$ cat src/rtl/range_counter_pkg.sv
// Shared types and range helpers for the range counter.
// Range limits are returned as plain ints; callers cast to their own width.
package counter_pkg;

    typedef enum logic [1:0] {
        CNT_UNSIGNED = 2'd0,
        CNT_SIGNMAG  = 2'd1,
        CNT_TWOS     = 2'd2
    } mode_t;

    // Largest representable value for the given width and number format.
    function automatic int range_max(input int size, input mode_t mode);
        int r;
        case (mode)
            CNT_UNSIGNED: r = (1 << size) - 1;
            default:      r = (1 << (size - 1)) - 1;
        endcase
        return r;
    endfunction

    // Smallest representable value for the given width and number format.
    // Sign-magnitude is symmetric: the negative-zero code is not a value.
    function automatic int range_min(input int size, input mode_t mode);
        int r;
        case (mode)
            CNT_UNSIGNED: r = 0;
            CNT_SIGNMAG:  r = -((1 << (size - 1)) - 1);
            default:      r = -(1 << (size - 1));
        endcase
        return r;
    endfunction

endpackage

$ cat src/rtl/range_counter_if.sv
// Request/load/status bundle between a controller and the range counter.
interface range_counter_if #(
    parameter int Size      = 5,
    parameter int StepWidth = 1
);
    logic                 Up;
    logic                 Down;
    logic                 Load;
    logic [Size-1:0]      LoadData;
    logic [StepWidth-1:0] Step;
    logic [Size-1:0]      Data;
    logic                 AtMax;
    logic                 AtMin;
    logic                 Limit;

    modport master (
        output Up, Down, Load, LoadData, Step,
        input  Data, AtMax, AtMin, Limit
    );

    modport slave (
        input  Up, Down, Load, LoadData, Step,
        output Data, AtMax, AtMin, Limit
    );
endinterface

$ cat src/rtl/range_counter_format.sv
// Combinational conversion between the counter's storage format and a
// signed integer two bits wider than the data, wide enough that adding or
// subtracting any legal step never overflows.
module count_format
    import counter_pkg::*;
#(
    parameter int    Size = 5,
    parameter mode_t Mode = CNT_SIGNMAG
) (
    input  logic [Size-1:0]        i_fmt,
    output logic signed [Size+1:0] o_int,
    input  logic signed [Size+1:0] i_int,
    output logic [Size-1:0]        o_fmt
);

    logic signed [Size+1:0] w_mag;
    logic signed [Size+1:0] w_neg;

    assign w_mag = {3'b000, i_fmt[Size-2:0]};
    assign w_neg = -i_int;

    // Decode the stored format into a signed integer.
    always_comb begin
        o_int = '0;
        case (Mode)
            CNT_UNSIGNED: o_int = {2'b00, i_fmt};
            CNT_SIGNMAG:  o_int = i_fmt[Size-1] ? -w_mag : w_mag;
            default:      o_int = {{2{i_fmt[Size-1]}}, i_fmt};
        endcase
    end

    // Encode an in-range signed integer; zero always encodes with sign bit 0.
    always_comb begin
        o_fmt = '0;
        case (Mode)
            CNT_UNSIGNED: o_fmt = i_int[Size-1:0];
            CNT_SIGNMAG:  o_fmt = i_int[Size+1] ? {1'b1, w_neg[Size-2:0]}
                                                : {1'b0, i_int[Size-2:0]};
            default:      o_fmt = i_int[Size-1:0];
        endcase
    end

endmodule

$ cat src/rtl/range_counter.sv
// Saturating/wrapping up/down counter with selectable number format,
// variable step, optional edge-triggered requests and limit status flags.
module range_counter
    import counter_pkg::*;
#(
    parameter int    Size      = 5,
    parameter mode_t Mode      = CNT_SIGNMAG,
    parameter int    Wrap      = 0,
    parameter int    StepWidth = 1,
    parameter int    EdgeMode  = 0
) (
    input  logic          Clock,
    input  logic          Reset,
    range_counter_if.slave bus
);

    localparam logic signed [Size+1:0] MAX_INT = (Size+2)'(range_max(Size, Mode));
    localparam logic signed [Size+1:0] MIN_INT = (Size+2)'(range_min(Size, Mode));
    localparam logic signed [Size+1:0] RANGE_N = MAX_INT - MIN_INT + 1;

    if (Size < 2 || Size > 16) begin : g_bad_size
        $error("range_counter: Size must be within 2..16");
    end
    if (StepWidth < 1 || StepWidth > Size - 1) begin : g_bad_step
        $error("range_counter: StepWidth must be within 1..Size-1");
    end

    logic [Size-1:0]        r_data;
    logic                   r_at_max;
    logic                   r_at_min;
    logic                   r_limit;
    logic                   r_up_d;
    logic                   r_down_d;
    logic                   r_armed;

    logic signed [Size+1:0] w_data_int;
    logic signed [Size+1:0] w_load_int;
    logic signed [Size+1:0] w_load_clamp;
    logic [Size-1:0]        w_load_fmt;
    logic signed [Size+1:0] w_step_int;
    logic signed [Size+1:0] w_sum;
    logic signed [Size+1:0] w_count_int;
    logic [Size-1:0]        w_count_fmt;
    logic                   w_count_lim;
    logic                   w_up_ev;
    logic                   w_down_ev;
    logic                   w_event;
    logic signed [Size+1:0] w_next_int;
    logic [Size-1:0]        w_next_fmt;
    logic                   w_next_lim;

    count_format #(.Size(Size), .Mode(Mode)) u_fmt_data (
        .i_fmt (r_data),
        .o_int (w_data_int),
        .i_int (w_count_int),
        .o_fmt (w_count_fmt)
    );

    count_format #(.Size(Size), .Mode(Mode)) u_fmt_load (
        .i_fmt (bus.LoadData),
        .o_int (w_load_int),
        .i_int (w_load_clamp),
        .o_fmt (w_load_fmt)
    );

    assign w_step_int = {{(Size+2-StepWidth){1'b0}}, bus.Step};

    // r_armed masks the first cycle after reset so a request already high
    // when reset releases is not mistaken for a rising edge.
    assign w_up_ev   = (EdgeMode != 0) ? (bus.Up   & ~r_up_d   & r_armed) : bus.Up;
    assign w_down_ev = (EdgeMode != 0) ? (bus.Down & ~r_down_d & r_armed) : bus.Down;
    assign w_event   = w_up_ev ^ w_down_ev;

    // Apply the step and fold the result back into range (clamp or wrap).
    always_comb begin
        w_sum       = w_up_ev ? (w_data_int + w_step_int) : (w_data_int - w_step_int);
        w_count_int = w_sum;
        w_count_lim = 1'b0;
        if (w_sum > MAX_INT) begin
            w_count_int = (Wrap != 0) ? (w_sum - RANGE_N) : MAX_INT;
            w_count_lim = 1'b1;
        end else if (w_sum < MIN_INT) begin
            w_count_int = (Wrap != 0) ? (w_sum + RANGE_N) : MIN_INT;
            w_count_lim = 1'b1;
        end
    end

    // Clamp load values into range; negative zero already decodes to 0.
    always_comb begin
        w_load_clamp = w_load_int;
        if (w_load_int > MAX_INT) begin
            w_load_clamp = MAX_INT;
        end else if (w_load_int < MIN_INT) begin
            w_load_clamp = MIN_INT;
        end
    end

    // Select next value: load wins over a count event, otherwise hold.
    always_comb begin
        w_next_int = w_data_int;
        w_next_fmt = r_data;
        w_next_lim = 1'b0;
        if (bus.Load) begin
            w_next_int = w_load_clamp;
            w_next_fmt = w_load_fmt;
        end else if (w_event) begin
            w_next_int = w_count_int;
            w_next_fmt = w_count_fmt;
            w_next_lim = w_count_lim;
        end
    end

    // Register data, flags derived from the new value, and request history.
    always_ff @(posedge Clock) begin
        if (!Reset) begin
            r_data   <= '0;
            r_at_max <= 1'b0;
            r_at_min <= (Mode == CNT_UNSIGNED);
            r_limit  <= 1'b0;
            r_up_d   <= 1'b0;
            r_down_d <= 1'b0;
            r_armed  <= 1'b0;
        end else begin
            r_data   <= w_next_fmt;
            r_at_max <= (w_next_int == MAX_INT);
            r_at_min <= (w_next_int == MIN_INT);
            r_limit  <= w_next_lim;
            r_up_d   <= bus.Up;
            r_down_d <= bus.Down;
            r_armed  <= 1'b1;
        end
    end

    assign bus.Data  = r_data;
    assign bus.AtMax = r_at_max;
    assign bus.AtMin = r_at_min;
    assign bus.Limit = r_limit;

endmodule

$ cat src/flat_wrapper.sv
// flat-port wrapper written by rule: the top's interface ports become plain ports
module range_counter_flat import counter_pkg::*;
#(
    parameter int    Size      = 5,
    parameter mode_t Mode      = CNT_SIGNMAG,
    parameter int    Wrap      = 0,
    parameter int    StepWidth = 1,
    parameter int    EdgeMode  = 0
)
  (Clock, Reset, bus_Up, bus_Down, bus_Load, bus_LoadData, bus_Step, bus_Data, bus_AtMax, bus_AtMin, bus_Limit);
  range_counter_if #(.Size(Size), .StepWidth(StepWidth)) bus_i ();
  input  logic Clock;
  input  logic Reset;
  input wire logic [$bits(bus_i.Up)-1:0] bus_Up;
  input wire logic [$bits(bus_i.Down)-1:0] bus_Down;
  input wire logic [$bits(bus_i.Load)-1:0] bus_Load;
  input wire logic [$bits(bus_i.LoadData)-1:0] bus_LoadData;
  input wire logic [$bits(bus_i.Step)-1:0] bus_Step;
  output wire logic [$bits(bus_i.Data)-1:0] bus_Data;
  output wire logic [$bits(bus_i.AtMax)-1:0] bus_AtMax;
  output wire logic [$bits(bus_i.AtMin)-1:0] bus_AtMin;
  output wire logic [$bits(bus_i.Limit)-1:0] bus_Limit;
  assign bus_i.Up = bus_Up;
  assign bus_i.Down = bus_Down;
  assign bus_i.Load = bus_Load;
  assign bus_i.LoadData = bus_LoadData;
  assign bus_i.Step = bus_Step;
  assign bus_Data = bus_i.Data;
  assign bus_AtMax = bus_i.AtMax;
  assign bus_AtMin = bus_i.AtMin;
  assign bus_Limit = bus_i.Limit;
  range_counter #(.Size(Size), .Mode(Mode), .Wrap(Wrap), .StepWidth(StepWidth), .EdgeMode(EdgeMode)) u_core (.Clock(Clock), .Reset(Reset), .bus(bus_i));
endmodule
$ cat config.mk
export PLATFORM = sky130hd
export DESIGN_NAME = range_counter_flat
export DESIGN_NICKNAME = d
export VERILOG_FILES = /design/src/rtl/range_counter_pkg.sv /design/src/rtl/range_counter_if.sv /design/src/rtl/range_counter_format.sv /design/src/rtl/range_counter.sv /design/src/flat_wrapper.sv
export SDC_FILE = /design/constraint.sdc
export NUM_CORES = 1
export LEC_CHECK = 0
export CORE_UTILIZATION = 60
export DETAILED_ROUTE_END_ITERATION = 10
export PLACE_DENSITY = 0.95
export RECOVER_POWER = 50
export REMOVE_ABC_BUFFERS = 1
export SLEW_MARGIN = 20
export SYNTH_ARGS = -nofsm -noshare
export SYNTH_HDL_FRONTEND = slang
export SYNTH_SLANG_ARGS = --single-unit
export TNS_END_PERCENT = 5
$ cat constraint.sdc
create_clock -name Clock -period 9.9 [get_ports Clock]
set_input_delay 1.485 -clock Clock [delete_from_list [all_inputs] [get_ports Clock]]
set_output_delay 1.485 -clock Clock [all_outputs]
set_load 0.02 [all_outputs]
---- Word level (Yosys, flattened, before mapping) ----
Index checks and enable logic that the tools add are counted.
word-level totals
  register bits ........................... 8
  input port bits ......................... 11
  output and inout port bits .............. 8
  logic and storage cells ................. 36
operators by class
  add/subtract/negate cells ............... 6
  magnitude comparators ................... 4
  equal/unequal tests ..................... 2
  mux-type cells .......................... 15
  bitwise gates (word level) .............. 3
  reduce and logical (&&, ||, !) cells .... 2
operator list
  operator            count
  $mux 7              9
  $mux 5              4
  $eq 7x5->1 const B  2
  $gt 7x5->1 const B  2
  $lt 7x5->1 const B  2
  $neg 4->7           2
  $neg 4->4           2
  $add 7x2->7         1
  $sub 7x2->7         1
  $reduce_or 3->1     1
  $mux 1              2
  $not 1->1           2
  $reduce_bool 2->1   1
  $xor 1x1->1         1

---- Logic depth before layout (Yosys ltp) ----
  word-level depth ........................ 11
  mapped depth ............................ 17

---- By module ----
A second synthesis with hierarchy kept.
unflattened totals
  cell total of the unflattened synthesis .. 192
  area, all modules ....................... 1,406.3 um^2
modules (own cells, without submodules)
  module         instances  cells each  area an instance (um^2)  sequential area each (um^2)
  range_counter  1          140         1,048.5                  160.2
  count_format   2          26          178.9                    0.0

---- Worst setup path before layout ----
No wires, ideal clock.
  path kind ............................... in2reg
  start ................................... input port bus_Up
  end ..................................... register u_core.r_data[1] (netlist: u_core.bus.Data[1])
  library setup time ...................... 70 ps
  arrival ................................. 3,869 ps
  required time ........................... 9,830 ps
  slack ................................... 5,961 ps
  cell stages on the path ................. 13
  buffers on the path ..................... 0
  path through ............................ nand2b_1 -> inv_1 -> ha_1 -> and2b_2 -> o2111a_1 -> a311o_1 -> a31o_4 -> nand2_1 -> nor2_1 -> ha_1 -> nor2_1 -> a31o_2 -> a21oi_1
between the ends
  longest elaborated chain between the ends .. 8
RTL lines
  item                  line                        source
  start, declared       flat_wrapper.sv:14          input wire logic [$bits(bus_i.Up)-1:0] bus_Up;
  $mux 7                range_counter.sv:76         w_sum = w_up_ev ? (w_data_int + w_step_int) : (w_data_int - w_step_int);
  $lt 7x5->1            range_counter.sv:82         end else if (w_sum < MIN_INT) begin
  $mux 7                range_counter.sv:82
  $mux 7                range_counter.sv:79         if (w_sum > MAX_INT) begin
  $neg 4->4             range_counter_format.sv:20  assign w_neg = -i_int;
  $mux 5                range_counter_format.sv:37  CNT_SIGNMAG: o_fmt = i_int[Size+1] ? {1'b1, w_neg[Size-2:0]}
  $mux 5                range_counter.sv:106        end else if (w_event) begin
  $mux 5                range_counter.sv:103        if (bus.Load) begin
  end signal, assigned  range_counter.sv:124        r_data <= w_next_fmt;
  end, declared         range_counter.sv:28         logic [Size-1:0] r_data;
Several ways; a longest one is shown, not always the timed one. The select of a mux whose other input is x is not followed.
A chain may end at the register's enable or synchronous reset.

---- Worst setup path in the final report ----
  start ................................... input port bus_Up
  end ..................................... register u_core.r_data[2] (netlist: u_core.bus.Data[2])
The elaborated chain is that of the path after synthesis.

==> flow_summary.rst <==
.. list-table::
   :header-rows: 1

   * - Metric
     - Value
   * - Metal2 WL
     - 1767 um
   * - Reported leakage power
     - 0.6668 nW
   * - Total setup violations reported at the end of the flow
     - 0
   * - Cts-stage hold buffer count
     - 0
   * - Highest clock rate
     - 215.4 MHz
   * - Synthesis Warnings
     - 0
   * - Setup total negative slack
     - 0 ns
   * - Period minus WS final
     - 4.642 ns
   * - Worst-path cell with the longest stage delay
     - sky130_fd_sc_hd__a21oi_1
   * - Top-level I/O count
     - 19
   * - Final number of hold-violating endpoints
     - 0
   * - Count of cells along the worst register-to-register path
     - 15
   * - Setup slack, reg-to-reg
     - 6.24 ns
   * - Number of violations reported at the end of detailed-routing iteration 0
     - ~70
   * - TritonCTS clock tree
     - built
   * - Cell breakdown of the critical path
     - clkdlybuf4s50_1 > nand2b_1 > inv_1 > ha_1 > nand2b_1 > nand3_1 > a21oi_1 > a31o_4 > nand2_1 > nor2_1 > ha_1 > nor2_1 > xor2_1 > a211oi_1
   * - Dominant register cell in the synthesized netlist
     - sky130_fd_sc_hd__dfxtp_1
   * - Floorplan die area
     - around 2600 um2
   * - Via count of the first global-routing pass
     - 1339
   * - Synthesized instance count
     - about 190
   * - Global-route wire length before repair
     - 5906 um
   * - Cell family contributing the most delay on the critical path
     - compound AO/OA/AOI/OAI gates
   * - Power per Cell Area
     - 155.9 nW/um2
   * - Area growth syn-to-layout
     - 14.55%
   * - Worst EP arrival
     - 4.80 ns
   * - Buffer levels on the longest clock path
     - 2
   * - Largest fanout on the critical path
     - 12
   * - Register clock-pin slew on the reported worst setup and hold paths
     - approximately 0.050 ns
   * - Share of the yosys chip area belonging to registers
     - 11.29%
   * - Vias
     - ~1500
   * - Worst clock skew
     - between 0.0009 and 0.001 ns
   * - Core Area
     - ~2200 um2
   * - Adder-cell area share of the yosys netlist
     - 11.99%
   * - Unrepaired setup endpoints after global routing
     - no
   * - Via density
     - 6.625
   * - Post-layout instance area
     - between 1500 and 2000 um2
   * - Horizontal die dimension
     - 50.63 um
   * - Commonest cells after routing, fill and taps aside
     - sky130_fd_sc_hd__nor2_1 (18), sky130_fd_sc_hd__nand2_1 (16), sky130_fd_sc_hd__o21ai_0 (12), sky130_fd_sc_hd__ha_1 (12), sky130_fd_sc_hd__a21oi_1 (11)
   * - Maximum number of pins on one net before global-route repair
     - 16
   * - Postcts setup bufs
     - 0
   * - WL met1
     - 1618 um
   * - Number of diodes
     - 0
   * - Layout cell share with drive strength beyond 1
     - 9.804%
   * - Final HPWL from detailed placement
     - 2828 um
   * - CTS Sinks
     - 8
   * - Xor/xnor share of the synthesized area
     - 6.790%
   * - Post-CTS sizing
     - 0
   * - Antenna-violating nets left
     - 0
   * - Mux share of post-synthesis cell area
     - under 10%
   * - Data required time of the critical path
     - roughly 10 ns
   * - Initial antenna violation count
     - 0
   * - Instance area after placement
     - around 1600 um2
   * - Worst hold slack after final layout
     - 0.7147 ns
   * - Async set-reset flop share out of synthesis
     - 0%
   * - Amount of wire on met3 after detailed routing
     - about 200 um
   * - Reg-to-Reg Start
     - u_core.bus.Data[0]
   * - Basic-gate share of the synthesized area counting and, or, nand and nor cells
     - 29.28%
   * - Global-route usage over all layers
     - 30.05%
   * - Clock Latency Late Sink
     - 0.25 ns
   * - Period Utilization, post-route
     - 46.89%
   * - Number of fill cells in the layout
     - 176
   * - First drt pass iteration count
     - 4
   * - Number of cell rows
     - 17
   * - Starting density of the core
     - 64.14%
   * - Critical path class
     - input port to register
   * - Count of buffers from port buffering
     - 18
   * - Worst reg2reg endpoint
     - u_core.bus.Data[2]
   * - Final cell utilization of the core
     - roughly 73%
   * - Post-synthesis compound-gate area fraction
     - roughly 33%
   * - Vertical die dimension
     - 50.63 um
   * - Count of flip-flops with a built-in enable after synthesis
     - 0
   * - Final Max Slew Viols
     - 0
   * - Flip-flop and latch count after synthesis
     - 8
   * - Average detailed-routed wire length per instance
     - 15.47 um
   * - CP Capture Type
     - register
   * - Relative slew slack
     - 35.48%
   * - Max stage delay on crit path
     - 0.56 ns
   * - CP startpoint kind
     - input port
   * - Clock root buffer
     - sky130_fd_sc_hd__clkbuf_4
   * - Number of H-tree levels
     - 1
   * - Outcome
     - finished clean
   * - Highest routing layer actually used
     - met3
   * - Type of the most critical hold path
     - register to register
   * - Cell area after technology mapping
     - 1419 um2
   * - Number of buffer and inverter instances along the worst setup path
     - 2
   * - Endpoint of the worst hold path
     - u_core.bus.Data[1]
   * - Final nets
     - 230
   * - Most common library cell in the layout ignoring fill and taps
     - sky130_fd_sc_hd__nor2_1
   * - Worst vdd rail ir drop
     - 0.1001 mV
   * - Hold path startpoint
     - u_core.bus.Data[1]
   * - Post-synth cell types
     - 62
   * - Max-cap check violation count
     - 0
   * - Number of buffers created by CTS
     - 3
   * - Main combinational cell family by area after synthesis
     - compound AO/OA/AOI/OAI gates
   * - DRC
     - 0
   * - GPL Wtd Cong
     - 0.9838
   * - Slew at the pin with the worst max-slew slack
     - 0.9608 ns
   * - Wire length after detailed routing
     - 3590 um
   * - Total grt overflow
     - 0
   * - Cell depth of the worst hold path
     - 2
   * - Syn_area_per_cell
     - roughly 7.5 um2
flip-flops by register name, summed over array words and instances (netlist names):
name              count
u_core.bus.Data       5
u_core.bus.AtMax      1
u_core.bus.AtMin      1
u_core.bus.Limit      1
metal layers:
metal	vias up	global-route usage [%]
met4	0	4.630
met5	-	0
li1	740	-
met1	735	37.77
met3	0	5.758
met2	62	53.33
worst max path at each step:
| stage | start | to | cells past startpoint |
|---|---|---|---|
| 2_1_floorplan | bus_Up | u_core.bus.Data[1] | 13 |
| 6_report | bus_Up | u_core.bus.Data[2] | 14 |
| 4_1_cts | bus_Up | u_core.bus.Data[2] | 14 |
| 3_5_place_dp | bus_Up | u_core.bus.Data[2] | 14 |
| 3_3_place_gp | bus_Up | u_core.bus.Data[2] | 14 |
| 5_1_grt | bus_LoadData[0] | u_core.bus.Data[1] | 16 |
Yosys cell counts (3+ instances only):
cell type	instances	area (um2)
sky130_fd_sc_hd__inv_1	9	33.78
sky130_fd_sc_hd__xor2_1	3	26.28
sky130_fd_sc_hd__a211oi_1	3	22.52
sky130_fd_sc_hd__nor2b_1	6	37.54
sky130_fd_sc_hd__mux2i_1	4	40.04
sky130_fd_sc_hd__o21bai_1	3	22.52
sky130_fd_sc_hd__clkbuf_1	3	11.26
sky130_fd_sc_hd__nor2_1	18	67.56
sky130_fd_sc_hd__nand2_1	16	60.06
sky130_fd_sc_hd__and3_1	3	18.77
sky130_fd_sc_hd__a21oi_1	11	55.05
sky130_fd_sc_hd__o31ai_1	3	22.52
sky130_fd_sc_hd__ha_1	12	150.1
sky130_fd_sc_hd__nor3_1	6	30.03
sky130_fd_sc_hd__o21ai_0	12	60.06
sky130_fd_sc_hd__xnor2_1	8	70.07
sky130_fd_sc_hd__nand2b_1	3	18.77
sky130_fd_sc_hd__dfxtp_1	8	160.2
sky130_fd_sc_hd__or2_2	3	18.77
through the flow:
| step | power (W) | cells | worst slack [ns] |
|---|---|---|---|
| floorplan | 0.0001789 | 183 | 5.961 |
| global placement | 0.0002181 | 229 | 5.185 |
| detailed placement | 0.0002249 | 229 | 5.054 |
| CTS | 0.0002512 | 232 | 5.309 |
| global route | 0.0002738 | 232 | 4.965 |
| finish | 0.0002534 | 232 | 5.258 |
where the power goes:
group	switching (W)	internal (W)
Clock	0.0000115	0.0000139
Combinational	0.000107	0.0000797
Sequential	0.00000509	0.0000365
Total	0.000123	0.000130
tightest hold or removal path, stage by stage (launching register included):
cell and delay [ns]:
sky130_fd_sc_hd__dfxtp_1 0.39, sky130_fd_sc_hd__o311ai_0 0.15, sky130_fd_sc_hd__a21oi_1 0.13
layout make-up:
type | count | area, um2 | share of cell area [%]
well taps | 28 | 35.03 | 2.156
clock buffers | 3 | 22.52 | 1.386
repair buffers | 18 | 180.2 | 11.09
multi-input cells | 165 | 1190 | 73.21
flip-flops and latches | 8 | 160.2 | 9.854
inverters | 10 | 37.54 | 2.309
logic make-up (layout without fill, tap and decap cells):
kind of cell / count (synthesis) / count (layout)
compound gates: 61 / 61
flops: 8 / 8
buf+inv: 16 / 31
mux: 4 / 4
xor+xnor: 11 / 11
fa+ha+maj: 13 / 13
simple gates: 76 / 76
(Power assumes the default switching activity.)
